`src/rtl/imm_gen_stage.sv`:
```
// Immediate-generation stage: extracts and extends RV32I/RV64I immediates and
// buffers {imm, err, tag} in a 2-entry elastic FIFO with valid/ready handshakes.
module imm_gen_stage #(
  parameter int unsigned XLEN  = 32,
  parameter int unsigned TAG_W = 32
) (
  input  logic             clk,
  input  logic             rst_n,
  input  logic             flush,
  input  logic             in_valid,
  output logic             in_ready,
  input  logic [31:0]      in_instr,
  input  logic [2:0]       in_fmt,
  input  logic [TAG_W-1:0] in_tag,
  output logic             out_valid,
  input  logic             out_ready,
  output logic [XLEN-1:0]  out_imm,
  output logic             out_err,
  output logic [TAG_W-1:0] out_tag
);

  localparam int unsigned DEPTH = 2;
  localparam int unsigned CNT_W = 2;

  localparam logic [2:0] FMT_R = 3'd0;
  localparam logic [2:0] FMT_I = 3'd1;
  localparam logic [2:0] FMT_S = 3'd2;
  localparam logic [2:0] FMT_B = 3'd3;
  localparam logic [2:0] FMT_U = 3'd4;
  localparam logic [2:0] FMT_J = 3'd5;
  localparam logic [2:0] FMT_Z = 3'd6;

  logic [XLEN-1:0]  imm_q [DEPTH];
  logic             err_q [DEPTH];
  logic [TAG_W-1:0] tag_q [DEPTH];
  logic             rd_ptr;
  logic             wr_ptr;
  logic [CNT_W-1:0] count;

  logic [31:0]      base_c;
  logic [XLEN-1:0]  imm_c;
  logic             err_c;
  logic             push_c;
  logic             pop_c;
  logic             unused_opcode;

  // Opcode bits carry no immediate information in any format.
  assign unused_opcode = ^in_instr[6:0];

  // Build a 32-bit immediate, then sign-extend to XLEN (zimm has bit 31 clear).
  always_comb begin
    base_c = '0;
    err_c  = 1'b0;
    case (in_fmt)
      FMT_R: base_c = '0;
      FMT_I: base_c = {{20{in_instr[31]}}, in_instr[31:20]};
      FMT_S: base_c = {{20{in_instr[31]}}, in_instr[31:25], in_instr[11:7]};
      FMT_B: base_c = {{19{in_instr[31]}}, in_instr[31], in_instr[7],
                       in_instr[30:25], in_instr[11:8], 1'b0};
      FMT_U: base_c = {in_instr[31:12], 12'b0};
      FMT_J: base_c = {{11{in_instr[31]}}, in_instr[31], in_instr[19:12],
                       in_instr[20], in_instr[30:21], 1'b0};
      FMT_Z: base_c = {27'b0, in_instr[19:15]};
      default: begin
        base_c = '0;
        err_c  = 1'b1;
      end
    endcase
    imm_c = XLEN'($signed(base_c));
  end

  assign in_ready  = (count != CNT_W'(DEPTH));
  assign out_valid = (count != '0);
  assign push_c    = in_valid & in_ready;
  assign pop_c     = out_valid & out_ready;

  assign out_imm = imm_q[rd_ptr];
  assign out_err = err_q[rd_ptr];
  assign out_tag = tag_q[rd_ptr];

  // Entry storage; a beat offered during flush is dropped.
  always_ff @(posedge clk or negedge rst_n) begin
    if (!rst_n) begin
      for (int i = 0; i < int'(DEPTH); i++) begin
        imm_q[i] <= '0;
        err_q[i] <= 1'b0;
        tag_q[i] <= '0;
      end
    end else if (push_c && !flush) begin
      imm_q[wr_ptr] <= imm_c;
      err_q[wr_ptr] <= err_c;
      tag_q[wr_ptr] <= in_tag;
    end
  end

  // Pointers and occupancy; flush wins over any push/pop.
  always_ff @(posedge clk or negedge rst_n) begin
    if (!rst_n) begin
      rd_ptr <= 1'b0;
      wr_ptr <= 1'b0;
      count  <= '0;
    end else if (flush) begin
      rd_ptr <= 1'b0;
      wr_ptr <= 1'b0;
      count  <= '0;
    end else begin
      if (push_c) wr_ptr <= ~wr_ptr;
      if (pop_c)  rd_ptr <= ~rd_ptr;
      case ({push_c, pop_c})
        2'b10:   count <= count + CNT_W'(1);
        2'b01:   count <= count - CNT_W'(1);
        default: count <= count;
      endcase
    end
  end

endmodule

```
`config.mk`:
```
export PLATFORM = sky130hd
export DESIGN_NAME = imm_gen_stage
export DESIGN_NICKNAME = d
export VERILOG_FILES = /design/src/rtl/imm_gen_stage.sv
export SDC_FILE = /design/constraint.sdc
export NUM_CORES = 1
export LEC_CHECK = 0
export ABC_AREA = 1
export CAP_MARGIN = 20
export CORE_ASPECT_RATIO = 0.75
export CORE_MARGIN = 1
export CORE_UTILIZATION = 45
export CTS_BUF_LIST = sky130_fd_sc_hd__clkbuf_16
export CTS_CLUSTER_DIAMETER = 80
export DETAILED_ROUTE_END_ITERATION = 8
export DONT_BUFFER_PORTS = 1
export HOLD_SLACK_MARGIN = 0.12
export PLACE_DENSITY_LB_ADDON = 0.1
export SLEW_MARGIN = 20
export SYNTH_ARGS = -nofsm -noshare
export SYNTH_HDL_FRONTEND = slang
export SYNTH_SLANG_ARGS = --single-unit
```
`constraint.sdc`:
```
create_clock -name clk -period 1.96 [get_ports clk]
set_input_delay 0.588 -clock clk [delete_from_list [all_inputs] [get_ports clk]]
set_output_delay 0.588 -clock clk [all_outputs]
set_load 0.005 [all_outputs]
```
* Word level (Yosys, flattened, before mapping)
Cells that the tools add are included.
Storage, ports and cells: word-level logic and storage cells 62, output and inout bits 67, input port bits 72, flip-flop bits (word level) 134
Operators by class: bitwise gates (word level) 6, reductions and logical operators 9, order comparisons 3, mux-type cells 24, eq/ne operators 9, add/subtract/negate cells 2
Operators with widths (count):
- $mux W32 | 7
- $pmux W32 S6 | 1
- $bwmux W64 | 2
- $demux W32 S1 | 1
- $eq A3 B3 Y1 const B | 3
- $mux W1 | 9
- $reduce_or A7 Y1 | 1
- $eq A3 B2 Y1 const B | 2
- $reduce_bool A2 Y1 | 3
- $ge A2 B2 Y1 const B | 2
- $not A1 Y2 | 2
- $pmux W2 S2 | 1
- $eq A3 B1 Y1 const B | 1
- $logic_not A3 Y1 | 1
- $reduce_bool A3 Y1 | 1
- $add A2 B1 Y2 const B | 1
- $and A1 B1 Y1 | 2
- $bwmux W2 | 1
- $eq A2 B1 Y1 const B | 1
- $eq A2 B2 Y1 const B | 1
- $logic_and A1 B1 Y1 | 2
- $lt A2 B1 Y1 const B | 1
- $mux W2 | 1
- $ne A2 B2 Y1 const B | 1
- other kinds (4) | 5

* Logic depth before layout (Yosys ltp)
depth after elaboration 6, depth in mapped cells 8, gate-level depth less buffers 7

* Worst setup path after synthesis
OpenSTA, ideal clock, no wires.
path type register -> output, start point register rd_ptr, end point output port out_tag[21], path slack 274 ps, stages on the path, launching flop included 6, required time 1372 ps, buffers on the path 3, data arrival time 1098 ps, path through dfrtp_1 buf_2 clkbuf_1 clkbuf_1 nand2_1 nand2_1
On the way: word-level cells in the longest chain between the ends 4
Ends and longest elaborated chain:
- start, declared | RTL line 36 | logic rd_ptr;
- start signal, assigned | RTL line 108 | if (pop_c) rd_ptr <= ~rd_ptr;
- $not A1 Y2 (implied by the code) | RTL line 79 | assign out_tag = tag_q[rd_ptr];
- $mux W32 (implied by the code) (3 in a row) | RTL line 79
- end, declared | RTL line 19 | output logic [TAG_W-1:0] out_tag
No other way between the ends. The select of a mux whose other input is x is not followed.

* Worst setup path after layout
start point register rd_ptr, end point output port out_imm[1]
On the way: word-level cells in the longest chain between the ends 4
Ends and longest elaborated chain:
- $not A1 Y2 (implied by the code) | RTL line 77 | assign out_imm = imm_q[rd_ptr];
- $mux W32 (implied by the code) (3 in a row) | RTL line 77
- end, declared | RTL line 17 | output logic [XLEN-1:0] out_imm,
No other way between the ends. The select of a mux whose other input is x is not followed.

==> out/qor.yml <==
global_route:
  grt_util_met1_pct: 29.8
  grt.busiest_layer: "met2"
  grt_overflow_total: 0
  grt_util_met3_pct: 8.56
  grt_max_degree: 135
  antenna_found_initial: 0
  track_usage_pct: 22.6
  grt_pass1_vias: 4867
  grt_pass1_wl_mm: 25.0
  met2_usage_pct: 33.3
setup_path:
  cp_max_fo: 29
  crit_end: "out_imm[1]"
  r2r_setup_slack_ns: 0.42
  path_class: "reg -> out"
  cp_num_buf_inv: 1
  cp.arrival_ns: 1.40
  r2r-start: "count[0]$_DFFE_PN0P_"
  r2r-end: "imm_q[39]$_DFFE_PN0P_"
  critical_path_depth: 2
  startpoint: "rd_ptr$_DFFE_PN0P_"
  path_delay_family: "flip-flops"
  crit_required_ns: 1.37
  path_cells: "clkbuf_16, o21ai_1"
  critical_path.slowest_cell: "dfrtp_2"
  worstRegToRegCells: 7
  worstSetupEndpointType: "primary output"
  slowest_delay_ns: 0.48
  start_kind: "flop"
hold_path:
  hp-class: "in -> async"
floorplan:
  core_area_um2: 13300
  io_pins: 139
  start_util_pct: 47.1
  dieHeight_um: 104
  die_area_um2: 14400
  die_x_um: 138
  rows: 36
cells_and_area:
  layout.nets: 897
  antenna_cells: 0
  syn_to_final_growth_pct: 14.1
  layout-drive-gt1-share_pct: 9.43
drt:
  drtIter0Drc: 509
  first_pass_iters: 9
  via_count: 5185
  vias_per_cell: 5.14
  wl_per_cell_um: 15.3
  drc: 18
  drt_wl_total_mm: 15.5
  final_antenna_net_count: 0
pwr:
  power.internal_mw: 5.98
  p_switching_mw: 2.37
  seq_power_share_pct: 44.3
  p_per_area_nw_per_um2: 1170
  switching_share_pct: 28.4
  combPwrFrac_pct: 16.9
  ir_drop_mv: 0.729
  finalPower_mw: 8.35
  leakage_nw: 3.80
  pwr-share-clk_pct: 38.8
sta:
  slew_headroom_pct: 62.8
  drv_slew: 0
  worst_slew_pin_slew_ns: 0.557
  fin_crit_ns: 1.99
  grt_setup_unrepaired: "yes"
  layout_setup_ws_ns: -0.0274
  max_freq_mhz: 503
  min_period_over_period_pct: 101
  hold_violations: 134
  setup_violations: 3
  finClkSkew_ns: 0.00784
  hold_slack_ns: -0.149
cts:
  cts_tree: "done"
  cts_buffers: 17
  insertion_delay_ns: 0.43
  clk_pin_slew_worst_paths_ns: 0.06
  cts_htree_levels: 4
  clock-sinks: 134
  clockRootBuffer: "clkbuf_16"
  post_cts_buffers: 0
  cts_buffer_depth: 2
yosys:
  synth_seq_cells: 134
  synthArstFlopShare_pct: 100
  ys.flop_type: "dfrtp_1"
  synth_warnings: 0
  synth_top_cell_by_area: "dfrtp_1"
  synth_edf_count: 0
  yosysTopAreaCellShare_pct: 53.6
  netlist_area_um2: 6250
  ys_top_cells_by_area: "dfrtp_1, nand2_1, o21ai_0"
  yosysMostFrequentCell: "nand2_1"
  yosys-top-cells-count: "nand2_1, dfrtp_1, o21ai_0"
  synthDistinctLibCells: 18
  syn_nets: 910
  postSynthCellCount: 838
  synth.avg_cell_area_um2: 7.46
  synth-seq-area-share_pct: 53.6
place:
  portBuffers: 0
  hpwlAfterDp_mm: 9.49
  gp_congestion: 0.854
outcome:
  violations: "DRC, hold timing, setup timing"
  status: "finished with violations"
job:
  drv_cap: 0
[cells by family after synthesis]
| kind of cell | synth area share (%) |
|---|---|
| buffers and inverters | 7.84 |
| and+or+nand+nor | 29.0 |
| DFF | 53.6 |
| AOI/OAI and AO/OA | 9.58 |
[registers in the layout, summed over array words and instances, names as in the netlist]
signal	cells
rd_ptr	1
err_q	2
imm_q	64
tag_q	64
wr_ptr	1
count	2
[per-layer routing]
| metal | part of all wire, % | vias up |
|---|---|---|
| met5 | 0 | - |
| met4 | 1.9 | 0 |
| met3 | 8.1 | 23 |
| met2 | 44 | 160 |
| met1 | 46 | 2449 |
| li1 | - | 2553 |
[final cells by class]
class | count | area (um2)
timing repair buffer | 11 | 183
clock buffer | 17 | 425
sequential | 134 | 3350
tap | 171 | 214
clock inverter | 15 | 170
inverter | 77 | 292
multi-input combinational | 584 | 2500
fill | 1243 | 6150
[power groups by stage]
stage | clock [mW] | sequential, mW | combinational [mW]
2_1_floorplan | 0 | 3.66 | 1.02
6_report | 3.24 | 3.70 | 1.41
5_1_grt | 3.44 | 3.77 | 1.65
3_3_place_gp | 0 | 3.71 | 1.27
4_1_cts | 3.31 | 3.69 | 1.35
3_5_place_dp | 0 | 3.73 | 1.32
[repair_timing]
| action | in CTS | in global routing |
|---|---|---|
| gates resized for setup | 14 | 45 |
| pin swaps | 0 | 1 |
| endpoints found under the setup margin | 49 | 53 |
| gates cloned | 0 | 1 |
| hold endpoints to repair | 134 | 134 |
[worst min path at each step]
stage                       endpoint  slack, ns  cells past startpoint
3_3_place_gp   imm_q[45]$_DFFE_PN0P_       0.30                      0
4_1_cts        imm_q[41]$_DFFE_PN0P_      -0.17                      0
3_5_place_dp   imm_q[45]$_DFFE_PN0P_       0.30                      0
6_report       imm_q[45]$_DFFE_PN0P_      -0.15                      0
2_1_floorplan   count[0]$_DFFE_PN0P_       0.29                      0
5_1_grt        imm_q[45]$_DFFE_PN0P_      -0.17                      0
[through the flow]
stage / TNS, ns / std cells / worst slack [ns] / instance area [um2] / utilization, %
floorplan: 0 / 838 / 0.274 / 6250 / -
global placement: 0 / 976 / 0.336 / 6410 / 48.2
detailed placement: 0 / 976 / 0.293 / 6410 / 48.2
CTS: -0.0163 / 1008 / -0.00599 / 7020 / 52.9
global route: -2.35 / 1009 / -0.0629 / 7140 / 53.7
finish: -0.0433 / 1009 / -0.0274 / 7140 / 53.7
[layout by cell type, fill, tap and decap left out, drive strengths merged]
master / instances
nor2: 15
o211ai: 1
o21ai: 114
inv: 80
a21oi: 2
nand2: 420
clkinvlp: 1
clkbuf: 18
bufinv: 4
nand4: 3
nand3: 29
clkinv: 7
buf: 10
dfrtp: 134
[worst register-to-register path, cell delays in order (launching register included)]
cell,delay [ns]
dfrtp_1,0.44
inv_2,0.08
a21oi_4,0.19
nand2_2,0.11
inv_2,0.24
buf_12,0.24
nand2_1,0.09
o21ai_0,0.07
No activity file was read; power rests on OpenSTA's default activity.
